[config.mk]
export PLATFORM = sky130hd
export DESIGN_NAME = sdram_cpu_bridge
export DESIGN_NICKNAME = d
export VERILOG_FILES = /design/src/rtl/sdram_cpu_bridge.sv
export SDC_FILE = /design/constraint.sdc
export NUM_CORES = 1
export LEC_CHECK = 0
export CORE_UTILIZATION = 52
export CTS_CLUSTER_DIAMETER = 30
export DETAILED_ROUTE_END_ITERATION = 8
export PLACE_DENSITY = 0.95
export SLEW_MARGIN = 20
export SYNTH_ARGS = -nofsm -noshare
export SYNTH_HDL_FRONTEND = slang
export SYNTH_SLANG_ARGS = --single-unit
[constraint.sdc]
create_clock -name CLOCK_50 -period 6.2 [get_ports CLOCK_50]
set_input_delay 0.62 -clock CLOCK_50 [delete_from_list [all_inputs] [get_ports CLOCK_50]]
set_output_delay 0.62 -clock CLOCK_50 [all_outputs]
set_load 0.02 [all_outputs]
[src/rtl/sdram_cpu_bridge.sv]
// sdram_cpu_bridge
//   Bridges the 16-bit CPU memory port to a 32-bit SDRAM controller. Reads
//   select a halfword or byte out of the fetched dword. Writes are always
//   read-modify-write because the controller only writes whole dwords.
//   Completions from the controller are rising edges of level signals.
//
//   Optional feature macro: SDRAM_BRIDGE_RDBUF_EN
//     Adds a one-entry write-through dword buffer. Read hits are answered
//     without touching the controller. Write hits skip the read phase.
//
// Ports
//   CLOCK_50, rst_n        clock and asynchronous active-low reset
//   cpu_req/we/byte/addr   CPU request. Level, held until cpu_ack.
//   cpu_wdata              write data. Byte writes use [7:0].
//   cpu_rdata/ack/err      one-cycle completion with read data or timeout flag
//   cpu_busy               high whenever the bridge is not idle
//   sd_address             {dword address, 1'b0}
//   sd_req_read/write      one-cycle request pulses to the controller
//   sd_data_in/out         write / read dword
//   sd_data_valid          read-done level from the controller
//   sd_write_done          write-done level from the controller
//
// state    | meaning
// ---------+--------------------------------------------------------
// IDLE     | waiting for cpu_req
// RD_ISSUE | pulse sd_req_read
// RD_WAIT  | wait for rising sd_data_valid, capture / merge dword
// WR_ISSUE | pulse sd_req_write with the merged dword
// WR_WAIT  | wait for rising sd_write_done
// ACK      | one-cycle cpu_ack
// HIT      | buffer hit: select or merge from buffer (RDBUF only)
module sdram_cpu_bridge #(
  parameter int unsigned ACK_TIMEOUT = 1023
) (
  input  logic        CLOCK_50,
  input  logic        rst_n,
  input  logic        cpu_req,
  input  logic        cpu_we,
  input  logic        cpu_byte,
  input  logic [24:0] cpu_addr,
  input  logic [15:0] cpu_wdata,
  output logic [15:0] cpu_rdata,
  output logic        cpu_ack,
  output logic        cpu_err,
  output logic        cpu_busy,
  output logic [23:0] sd_address,
  output logic        sd_req_read,
  output logic        sd_req_write,
  output logic [31:0] sd_data_in,
  input  logic [31:0] sd_data_out,
  input  logic        sd_data_valid,
  input  logic        sd_write_done
);

  localparam int unsigned TW = (ACK_TIMEOUT > 1) ? $clog2(ACK_TIMEOUT + 1) : 1;
  localparam logic [TW-1:0] TMO_LOAD = TW'(ACK_TIMEOUT);
  localparam logic [TW-1:0] TMO_ONE  = TW'(1);

  typedef enum logic [2:0] {
    IDLE, RD_ISSUE, RD_WAIT, WR_ISSUE, WR_WAIT, ACK
`ifdef SDRAM_BRIDGE_RDBUF_EN
    , HIT
`endif
  } state_t;

  state_t state, state_d;

  logic [22:0] addr_q;
  logic [1:0]  lo_q;
  logic        we_q, byte_q;
  logic [15:0] wdata_q;
  logic [31:0] dword_q;
  logic [15:0] rdata_q;
  logic        err_q;
  logic        dv_q, wc_q;
  logic [TW-1:0] tmo_q;
  logic        dv_edge, wc_edge, timeout, accept, buf_hit;

  function automatic logic [31:0] merge(input logic [31:0] d, input logic [1:0] lo,
                                        input logic bw, input logic [15:0] wd);
    logic [31:0] m;
    m = d;
    if (bw) m[{lo, 3'b000} +: 8] = wd[7:0];
    else    m[{lo[1], 4'b0000} +: 16] = wd;
    return m;
  endfunction

  function automatic logic [15:0] pick(input logic [31:0] d, input logic [1:0] lo,
                                       input logic bw);
    if (bw) return {8'h00, d[{lo, 3'b000} +: 8]};
    return d[{lo[1], 4'b0000} +: 16];
  endfunction

  // Edge detectors sample every cycle, so a level already high when a wait
  // state is entered never counts as a completion.
  assign dv_edge = sd_data_valid & ~dv_q;
  assign wc_edge = sd_write_done & ~wc_q;
  // Down-counter is loaded on issue, so the terminal count of 1 marks the
  // ACK_TIMEOUT-th cycle spent waiting.
  assign timeout = (ACK_TIMEOUT != 0) && (tmo_q == TMO_ONE);
  assign accept  = (state == IDLE) && cpu_req && !cpu_ack;

`ifdef SDRAM_BRIDGE_RDBUF_EN
  logic [22:0] buf_tag;
  logic [31:0] buf_data;
  logic        buf_valid;
  assign buf_hit = buf_valid && (buf_tag == cpu_addr[24:2]);
`else
  assign buf_hit = 1'b0;
`endif

  assign sd_address = {addr_q, 1'b0};
  assign sd_data_in = dword_q;

  always_ff @(posedge CLOCK_50 or negedge rst_n) begin
    if (!rst_n) state <= IDLE;
    else        state <= state_d;
  end

  always_comb begin
    state_d      = state;
    cpu_ack      = 1'b0;
    cpu_err      = 1'b0;
    cpu_rdata    = 16'h0000;
    sd_req_read  = 1'b0;
    sd_req_write = 1'b0;
    cpu_busy     = (state != IDLE);
    case (state)
      IDLE: begin
        if (accept) begin
`ifdef SDRAM_BRIDGE_RDBUF_EN
          state_d = buf_hit ? HIT : RD_ISSUE;
`else
          state_d = RD_ISSUE;
`endif
        end
      end
      RD_ISSUE: begin
        sd_req_read = 1'b1;
        state_d     = RD_WAIT;
      end
      RD_WAIT: begin
        if (dv_edge)      state_d = we_q ? WR_ISSUE : ACK;
        else if (timeout) state_d = ACK;
      end
      WR_ISSUE: begin
        sd_req_write = 1'b1;
        state_d      = WR_WAIT;
      end
      WR_WAIT: begin
        if (wc_edge || timeout) state_d = ACK;
      end
`ifdef SDRAM_BRIDGE_RDBUF_EN
      HIT: state_d = we_q ? WR_ISSUE : ACK;
`endif
      ACK: begin
        cpu_ack   = 1'b1;
        cpu_err   = err_q;
        cpu_rdata = rdata_q;
        state_d   = IDLE;
      end
      default: state_d = IDLE;
    endcase
  end

  always_ff @(posedge CLOCK_50 or negedge rst_n) begin
    if (!rst_n) begin
      addr_q  <= '0;
      lo_q    <= '0;
      we_q    <= 1'b0;
      byte_q  <= 1'b0;
      wdata_q <= '0;
      dword_q <= '0;
      rdata_q <= '0;
      err_q   <= 1'b0;
      dv_q    <= 1'b0;
      wc_q    <= 1'b0;
      tmo_q   <= '0;
`ifdef SDRAM_BRIDGE_RDBUF_EN
      buf_tag   <= '0;
      buf_data  <= '0;
      buf_valid <= 1'b0;
`endif
    end else begin
      dv_q <= sd_data_valid;
      wc_q <= sd_write_done;
      case (state)
        IDLE: begin
          if (accept) begin
            addr_q  <= cpu_addr[24:2];
            lo_q    <= cpu_addr[1:0];
            we_q    <= cpu_we;
            byte_q  <= cpu_byte;
            wdata_q <= cpu_wdata;
            err_q   <= 1'b0;
            rdata_q <= '0;
          end
        end
        RD_ISSUE: tmo_q <= TMO_LOAD;
        RD_WAIT: begin
          tmo_q <= tmo_q - TMO_ONE;
          if (dv_edge) begin
            dword_q <= we_q ? merge(sd_data_out, lo_q, byte_q, wdata_q) : sd_data_out;
            rdata_q <= pick(sd_data_out, lo_q, byte_q);
`ifdef SDRAM_BRIDGE_RDBUF_EN
            buf_tag   <= addr_q;
            buf_data  <= sd_data_out;
            buf_valid <= 1'b1;
`endif
          end else if (timeout) begin
            err_q   <= 1'b1;
            rdata_q <= '0;
`ifdef SDRAM_BRIDGE_RDBUF_EN
            buf_valid <= 1'b0;
`endif
          end
        end
        WR_ISSUE: begin
          tmo_q <= TMO_LOAD;
`ifdef SDRAM_BRIDGE_RDBUF_EN
          buf_tag   <= addr_q;
          buf_data  <= dword_q;
          buf_valid <= 1'b1;
`endif
        end
        WR_WAIT: begin
          tmo_q <= tmo_q - TMO_ONE;
          if (!wc_edge && timeout) begin
            err_q   <= 1'b1;
            rdata_q <= '0;
`ifdef SDRAM_BRIDGE_RDBUF_EN
            buf_valid <= 1'b0;
`endif
          end
        end
`ifdef SDRAM_BRIDGE_RDBUF_EN
        HIT: begin
          if (we_q) dword_q <= merge(buf_data, lo_q, byte_q, wdata_q);
          else      rdata_q <= pick(buf_data, lo_q, byte_q);
        end
`endif
        default: ;
      endcase
    end
  end

endmodule
-- After elaboration in Yosys (flattened, before gate mapping)
Cells that the tools add are included.
- input port bits: 80
- register bits: 107
- output and inout port bits: 77
- add/sub/neg operators: 3
- reductions and logical operators: 17
- multiplexer cells: 31
- bitwise logic cells: 4
- shifts and indexed selects: 6
- equal/unequal tests: 12
- operator list (kind ; number):
    2-to-1 mux 16 bit ; 7
    bitwise mux 32 bit ; 2
    2-to-1 mux 32 bit ; 2
    one-hot mux 16 bit (3 select lines) ; 1
    variable shift 16 x 7 -> 32 bit, first input constant ; 1
    variable shift 8 x 7 -> 32 bit, first input constant ; 1
    indexed part select 16 x 7 -> 32 bit ; 1
    indexed part select 32 x 6 -> 16 bit ; 1
    indexed part select 32 x 6 -> 8 bit ; 1
    indexed part select 8 x 7 -> 32 bit ; 1
    one-hot mux 10 bit (2 select lines) ; 1
    2-to-1 mux 3 bit ; 5
    one-hot mux 3 bit (5 select lines) ; 1
    negation 5 -> 7 bit ; 2
    2-to-1 mux 1 bit ; 11
    == test 10 x 1 -> 1 bit, second input constant ; 1
    != test 2 bit, second input constant ; 5
    subtractor 10 x 1 -> 10 bit, second input constant ; 1
    == test 3 x 2 -> 1 bit, second input constant ; 2
    == test 3 bit, second input constant ; 2
    nonzero test 3 bit ; 2
    AND reduction 5 bit ; 1
    AND reduction 2 bit ; 2
    AND reduction 4 bit ; 1
    other kinds (12) ; 18

-- Logic depth before layout (Yosys ltp)
Gate-level depths: netlist (run 1).
- depth after elaboration: 7
- mapped depth: 8
- gate-level depth less buffers: 6

-- Least setup slack after synthesis (run 1)
Ideal clock, no wire load.
- kind: reg2reg
- from: reg lo_q[1]
- to: reg dword_q[10] (netlist: sd_data_in[10])
- cell stages (with the launch flop): 9
- slack: 4.191 ns
- library setup time: 0.077 ns
- required time: 6.123 ns
- data arrival time: 1.931 ns
- path buffers: 2
- path through: dfrtp_1 buf_2 inv_1 ha_1 and4bb_2 clkbuf_1 a32o_1 a22oi_1 a21oi_1
- cells in the longest elaborated chain, start to end: 5
- elaborated cells between the ends (all ways): 10
- RTL lines (element ; RTL line ; RTL):
    from (decl) ; 69 ; logic [1:0] lo_q;
    from (signal assigned) ; 191 ; lo_q <= cpu_addr[1:0];
    negation 5 -> 7 bit, on equally long branches ; 84, 83 ;
    indexed part select 16 x 7 -> 32 bit, or another cell as far along ; 84 ; else m[{lo[1], 4'b0000} +: 16] = wd;
    bitwise mux 32 bit, on equally long branches ; 84, 83 ;
    2-to-1 mux 32 bit (*) ; 83 ; if (bw) m[{lo, 3'b000} +: 8] = wd[7:0];
    2-to-1 mux 32 bit (*) ; 203 ; dword_q <= we_q ? merge(sd_data_out, lo_q, byte_q, wdata_q) : sd_data_out;
    to (signal assigned) ; 203 ;
    to (decl) ; 72 ; logic [31:0] dword_q;
Mark *: on every way between the ends. The rest lies on a longest branch, timed or not.
A chain may end at the register's enable or synchronous reset.

-- Worst setup path after layout (run 1)
- from: reg state[2]
- to: out cpu_rdata[15]
- cells in the longest elaborated chain, start to end: 2
- RTL lines (element ; RTL line ; RTL):
    from (decl) ; 66 ; state_t state, state_d;
    from (signal assigned) ; 117 ; else state <= state_d;
    == test 3 bit ; 128 ; case (state)
    2-to-1 mux 16 bit ; 128 ;
    to (decl) ; 42 ; output logic [15:0] cpu_rdata,
Every way passes these cells.

==> out/metrics.yaml, run 1 <==
sta:
  rsz0062_at_grt: "no"
  finalMaxSlewViolations: 0
  hold_slack_ps: 213
  fin_skew_ps: 13.6
  max_freq_ghz: 0.299
  period_needed_ps: 3340
  hold_violations: 0
  tns_ps: 0
  worst_pin_slew_ps: 942
  relSlewSlack: 0.372
  fin_crit_sh: 0.539
  finalSetupViolCount: 0
critical_path:
  cp-start-kind: "flop"
  crit_type: "flop to output pin"
  worstPathArrival_ps: 2720
  crit_slowest_cell: "dfrtp_1"
  required_ps: 5580
  rr_startpoint: "lo_q[1]"
  reg2reg_to: "sd_data_in[30]"
  path_cells: "nor2b_2 > and3_1 > clkdlybuf4s50_1"
  path_max_fanout: 21
  reg2reg_slack_ps: 3380
  cp_slowest_stage_delay_ps: 760
  reg2regPathDepth: 6
  worst_setup_path_end_kind: "output pin"
yosys:
  synth.most_common_cell: "dfrtp_1"
  synthTopCellsByArea: "dfrtp_1 (50%), mux2_2 (11%), a32o_1 (5.6%)"
  synth_area_um2: 5380
  ys.flop_type: "dfrtp_1"
  async_reset_ff_frac: 1.00
  ys_warn_count: 0
  yosys.area.top_type: "dfrtp_1"
  synth_edf_count: 0
  ys_ff_latch: 107
  synth_top_area_frac: 0.497
  netlist_instances: 472
  synth_seq_area_share: 0.497
  synth_nets: 559
  synth_common_cells: "dfrtp_1 (107), mux2_2 (51), nor2_1 (44)"
  avgSynthCellArea_um2: 11.4
  post_synth_num_cell_types: 55
floorplan:
  rows: 36
  die_w_um: 104
  io_pins: 157
  core_area_um2: 9910
  start_util: 0.543
  dieHeight_um: 104
  fp.dieArea_um2: 10800
clocking:
  numCtsBuffers: 9
  ctsRootBufferMaster: "clkbuf_8"
  clkLatencyLatePin_ps: 370
  clkTransAtPathRegs_ps: 100
  clockBufferDepth: 2
  cts_tree: "done"
  htreeDepth: 3
  post-cts-setup-buffer-count: 0
  cts_hold_buffers: 0
  cts.sinks: 107
  postCtsResizedCells: 0
pwr:
  power_uw: 3490
  ir_drop_v: 0.000237
  p_leak_uw: 0.00291
  combPwrFrac: 0.501
  sequentialPowerShare: 0.381
  switchingPower_uw: 1480
  power_density_nw_per_um2: 488
  pwr-share-clk: 0.118
  switching_share: 0.423
  internal_power_uw: 2010
outcome:
  outcome: "finished clean"
routing:
  drcViolationCount: 0
  viasPerCell: 6.29
  avgRoutedWirePerCell_um: 20.4
  drtIter0Drc: 401
  via_count: 4657
  wl_um: 15100
  dr.pass1.iters: 5
  ant_nets: 0
global_route:
  antenna_found_initial: 0
  grt_pass1_wl_um: 23800
  grt_overflow: 0
  grt_pass1_vias: 4545
  grt_util_all_layers: 0.283
  grt_max_degree: 73
layout:
  finalNonFillerCells: 740
  fin_util: 0.723
  drive_gt1_frac: 0.152
  area_delta_synth_final_pct: 33.0
  fin_nets: 689
  n_antenna_cell: 0
  fillers: 680
flow_run:
  maxCapViolCount: 0
placement:
  gp_congestion: 0.953
  place_inst: 724
  port_buffers: 155
  dpl.hpwl_um: 11000
min_path:
  min_path_type: "input port to asynchronous set/reset pin"
-- area by class of cell --
class                           instances  area [µm²]  share of cell area
Sequential cell                       107        2680               0.374
Multi-Input combinational cell        318        2530               0.353
Timing Repair Buffer                  158        1570               0.219
Tap cell                              133         166              0.0232
Clock buffer                           12         155              0.0217
Clock inverter                          4        33.8             0.00472
Inverter                                8        30.0             0.00419
-- layout by cell type (no fill, tap or decap), types with 2 or more instances in the layout --
| master | Yosys | final |
|---|---|---|
| a22o_1 | 4 | 4 |
| o22a_1 | 3 | 3 |
| nor3_1 | 5 | 5 |
| nand4_1 | 3 | 3 |
| or3_1 | 2 | 2 |
| o21ai_1 | 4 | 4 |
| a32oi_1 | 16 | 16 |
| nor2_1 | 44 | 44 |
| and3_1 | 17 | 17 |
| dfrtp_1 | 107 | 107 |
| clkinv_4 | 0 | 2 |
| xor2_1 | 3 | 3 |
| a21oi_1 | 40 | 40 |
| a211oi_1 | 2 | 2 |
| nand2_1 | 9 | 9 |
| a22oi_1 | 16 | 16 |
| mux2_2 | 51 | 51 |
| or2_2 | 2 | 2 |
| nand3_1 | 8 | 7 |
| mux4_2 | 8 | 8 |
| buf_4 | 1 | 4 |
| inv_1 | 8 | 8 |
| a32o_1 | 30 | 30 |
| o21ai_0 | 5 | 5 |
| and2_1 | 6 | 6 |
| ha_1 | 7 | 7 |
| clkdlybuf4s50_1 | 0 | 154 |
| clkbuf_8 | 0 | 11 |
| nor2b_1 | 5 | 4 |
| nand2b_1 | 3 | 3 |
| o21a_1 | 2 | 2 |
-- critical path: cells and delay by family (launching register included) --
kind	cells	cell delay, ps
simple gates	2	960
flops	1	760
buf+inv	1	630
-- per-layer routing --
layer  track usage  part of all wire  vias to the layer above
met5             0                 0                        -
met4         0.132             0.034                        0
met3        0.0409             0.093                       47
li1              -                 -                     2050
met1         0.370              0.37                     2257
met2         0.467              0.50                      303
-- power by group through the flow --
stage | registers (µW) | logic, µW | clock network (µW)
floorplan | 1400 | 918 | 0
detailed placement | 1330 | 1730 | 0
global route | 1370 | 1850 | 447
finish | 1330 | 1750 | 413
global placement | 1310 | 1680 | 0
CTS | 1320 | 1740 | 419
-- cell families after synthesis --
logic type                 synth area share
DFF                                   0.497
and+or+nand+nor                       0.116
AOI/OAI and AO/OA                     0.185
other                              0.000697
xor gates and xnor gates            0.00488
adders and majority gates            0.0163
buffers and inverters                0.0372
muxes                                 0.142
-- state kept, by name (all words and copies together), names as in the netlist --
| signal | cells |
|---|---|
| wc_q | 1 |
| addr_q | 23 |
| state | 3 |
| sd_data_in | 32 |
| we_q | 1 |
| dv_q | 1 |
| wdata_q | 16 |
| byte_q | 1 |
| rdata_q | 16 |
| lo_q | 2 |
| tmo_q | 10 |
| err_q | 1 |
-- worst max path at each step --
stage / start / to / slack, ps
final: state[2] / cpu_rdata[15] / 2860
after global routing: state[2] / cpu_rdata[5] / 2730
after CTS: state[2] / cpu_rdata[15] / 2580
after detailed placement: state[2] / cpu_rdata[15] / 3000
after global placement: state[2] / cpu_rdata[13] / 3200
after floorplan: lo_q[1] / sd_data_in[10] / 4190
-- per-stage QoR --
step	setup WS, ps	cell area (µm²)
finish	2860	7160
floorplan	4190	5380
global route	2730	7160
CTS	2580	7150
global placement	3200	6960
detailed placement	3000	6960
No activity file was read; power rests on OpenSTA's default activity.
==> inputs of run 2 (changes only) <==
--- a/config.mk
+++ b/config.mk
@@ -5,10 +5,10 @@
 export SDC_FILE = /design/constraint.sdc
 export NUM_CORES = 1
 export LEC_CHECK = 0
-export CORE_UTILIZATION = 52
+export CORE_UTILIZATION = 43
 export CTS_CLUSTER_DIAMETER = 30
 export DETAILED_ROUTE_END_ITERATION = 8
-export PLACE_DENSITY = 0.95
+export PLACE_DENSITY = 0.85
 export SLEW_MARGIN = 20
 export SYNTH_ARGS = -nofsm -noshare
 export SYNTH_HDL_FRONTEND = slang
==> constraint.sdc (replaced) <==
create_clock -name CLOCK_50 -period 2.8 [get_ports CLOCK_50]
set_input_delay 0.28 -clock CLOCK_50 [delete_from_list [all_inputs] [get_ports CLOCK_50]]
set_output_delay 0.28 -clock CLOCK_50 [all_outputs]
set_load 0.02 [all_outputs]
==> run 2 against run 1 <==
First-iteration DRC count rose by 43%. Register-to-register slack got worse by 2900 ps. Die area rose by 21%. Critical path depth unchanged. Clock skew shrank 4.9 ps. Critical path type unchanged. Largest cell class unchanged.
==> out/metrics.yaml, run 2 (synthesized netlist as in run 1, its figures left out) <==
outcome:
  outcome: "finished clean"  # unchanged
critical_path:
  worst_setup_path_end_kind: "output pin"  # unchanged
  crit_type: "flop to output pin"  # unchanged
  path_max_fanout: 28  # was 21
  cp-start-kind: "flop"  # unchanged
  critPathTopFamily: "buffers and inverters"  # was simple AND/OR/NAND/NOR gates
  required_ps: 2520  # was 5580 ps
  worstPathArrival_ps: 2280  # was 2720 ps
  critPathBufInv: 2  # was 1
  path_cells: "inv_1 > nor3_1 > clkdlybuf4s50_1"  # was nor2b_2 > and3_1 > clkdlybuf4s50_1
  crit_slowest_cell: "dfrtp_1"  # unchanged
  cp_slowest_stage_delay_ps: 810  # was 760 ps
global_route:
  grt_pass1_vias: 4485  # was 4545
  grt_util_all_layers: 0.245  # was 0.283
  grt_pass1_wl_um: 24100  # was 23800 µm
  grt_max_degree: 73  # unchanged
  antenna_found_initial: 0  # unchanged
  grt_overflow: 0  # unchanged
layout:
  area_delta_synth_final_pct: 38.4  # was 33.0%
  final_area_um2: 7450  # was 7160 µm²
  largest_register_ffs: 32  # unchanged
  finalNonFillerCells: 784  # was 740
  drive_gt1_frac: 0.162  # was 0.152
  fillers: 982  # was 680
  final_cell_mix: "clkdlybuf4s50_1 (154), dfrtp_1 (107), mux2_2 (51)"  # unchanged
  n_antenna_cell: 0  # unchanged
  fin_nets: 698  # was 689
  final_common_cell: "clkdlybuf4s50_1"  # unchanged
clocking:
  cts.sinks: 107  # unchanged
  clkTransAtPathRegs_ps: 70  # was 100 ps
  cts_tree: "done"  # unchanged
  clkLatencyLatePin_ps: 350  # was 370 ps
  post-cts-setup-buffer-count: 0  # unchanged
  htreeDepth: 3  # unchanged
  ctsRootBufferMaster: "clkbuf_16"  # was clkbuf_8
  clockBufferDepth: 2  # unchanged
  numCtsBuffers: 9  # unchanged
floorplan:
  dieHeight_um: 114  # was 104 µm
  fp.dieArea_um2: 13000  # was 10800 µm²
  core_area_um2: 12100  # was 9910 µm²
  rows: 40  # was 36
  io_pins: 157  # unchanged
  die_w_um: 114  # was 104 µm
  start_util: 0.444  # was 0.543
pwr:
  power_density_nw_per_um2: 1120  # was 488 nW/µm²
  p_leak_uw: 0.00303  # was 0.00291 µW
  ir_drop_v: 0.000524  # was 0.000237 V
sta:
  max_freq_ghz: 0.390
  tns_ps: 0  # unchanged
  fin_skew_ps: 8.75  # was 13.6 ps
  worst_pin_slew_ps: 758  # was 942 ps
  relSlewSlack: 0.491  # was 0.372
  hold_slack_ps: 404  # was 213 ps
  period_needed_ps: 2560
  finalSetupViolCount: 0  # unchanged
  fin_crit_sh: 0.915
  finalMaxSlewViolations: 0  # unchanged
  hold_violations: 0  # unchanged
  rsz0062_at_grt: "no"  # unchanged
placement:
  dpl.hpwl_um: 11500  # was 11000 µm
  place_area_um2: 7090  # was 6960 µm²
  port_buffers: 155  # unchanged
  place_inst: 767  # was 724
  gp_congestion: 0.955  # was 0.953
min_path:
  min_path_type: "input port to flop"  # was input port to asynchronous set/reset pin
routing:
  drcViolationCount: 0  # unchanged
  dr.pass1.iters: 6  # was 5
  via_count: 4757  # was 4657
  drtIter0Drc: 573  # was 401
  viasPerCell: 6.07  # was 6.29
  ant_nets: 0  # unchanged
  wl_um: 15900  # was 15100 µm
  avgRoutedWirePerCell_um: 20.2  # was 20.4 µm
flow_run:
  maxCapViolCount: 0  # unchanged
## run 2: cell types whose count changed in the layout (fill, tap and decap cells not counted), sizes merged
cell	change
buf	+8
bufinv	+3
clkbuf	-3
clkinv	-1
dlygate4sd3	+1
inv	+1
## run 2: worst reg2reg max path, stage by stage, from the launching register on
cell,delay [ps]
dfrtp_1,810
nor2_1,190
nand3_2,130
buf_4,290
o21a_1,550
a32o_1,260
## run 2: metal layers
layer  wire length (µm)  track usage  vias to the layer above
met5                  0            0                        -
met4                577        0.119                        0
met3               1170       0.0404                       50
met2               7760        0.397                      293
met1               6350        0.321                     2350
li1                   -            -                     2064
## run 2: report_power, final
group	leakage, µW	total (µW)	internal [µW]	switching, µW
sequential	0.00126	2900	2210	685
combinational	0.00161	4020	1930	2090
clock	0.000168	1460	882	577
## run 2: cell type report
class	instances	area, µm²	share of cell area
timing repair buffer	167	1670	0.224
sequential	107	2680	0.359
clock buffer	9	225	0.0302
multi-input combinational	318	2520	0.338
inverter	8	30.0	0.00403
clock inverter	7	123	0.0165
tap	168	210	0.0282
## run 2: what timing repair did
| item | 4_1_cts | 5_1_grt |
|---|---|---|
| resized for setup | 0 | 0 |
| hold endpoints to repair | 37 | 0 |
| hold buffers | 1 | 0 |
## run 2: worst paths after layout
path                               start        endpoint  slack, ps  depth (start not counted)
setup / recovery                state[0]         cpu_ack        240                          3
hold / removal             sd_write_done            wc_q        400                          1
hold reg to reg                addr_q[8]       addr_q[8]        510                          1
min in group asynchronous          rst_n  sd_data_in[18]        430                          2
max in group asynchronous          rst_n       addr_q[1]       1620                          3
setup reg to reg                state[0]      rdata_q[2]        520                          5
## run 2: stage by stage
stage                     worst slack, ps  power (µW)   util
after floorplan                       791        5130      -
after global placement                710        6700  0.585
after detailed placement              613        6840  0.585
after CTS                             252        8350  0.615
after global routing                  124        8750  0.615
final                                 237        8380  0.615
==> inputs of run 3 (changes only) <==
--- a/config.mk
+++ b/config.mk
@@ -5,6 +5,7 @@
 export SDC_FILE = /design/constraint.sdc
 export NUM_CORES = 1
 export LEC_CHECK = 0
+export ABC_CLOCK_PERIOD_IN_PS = 2800
 export CORE_UTILIZATION = 43
 export CTS_CLUSTER_DIAMETER = 30
 export DETAILED_ROUTE_END_ITERATION = 8
==> results of run 3 <==
The final DEF is identical to that of run 2; final timing and power are the same.
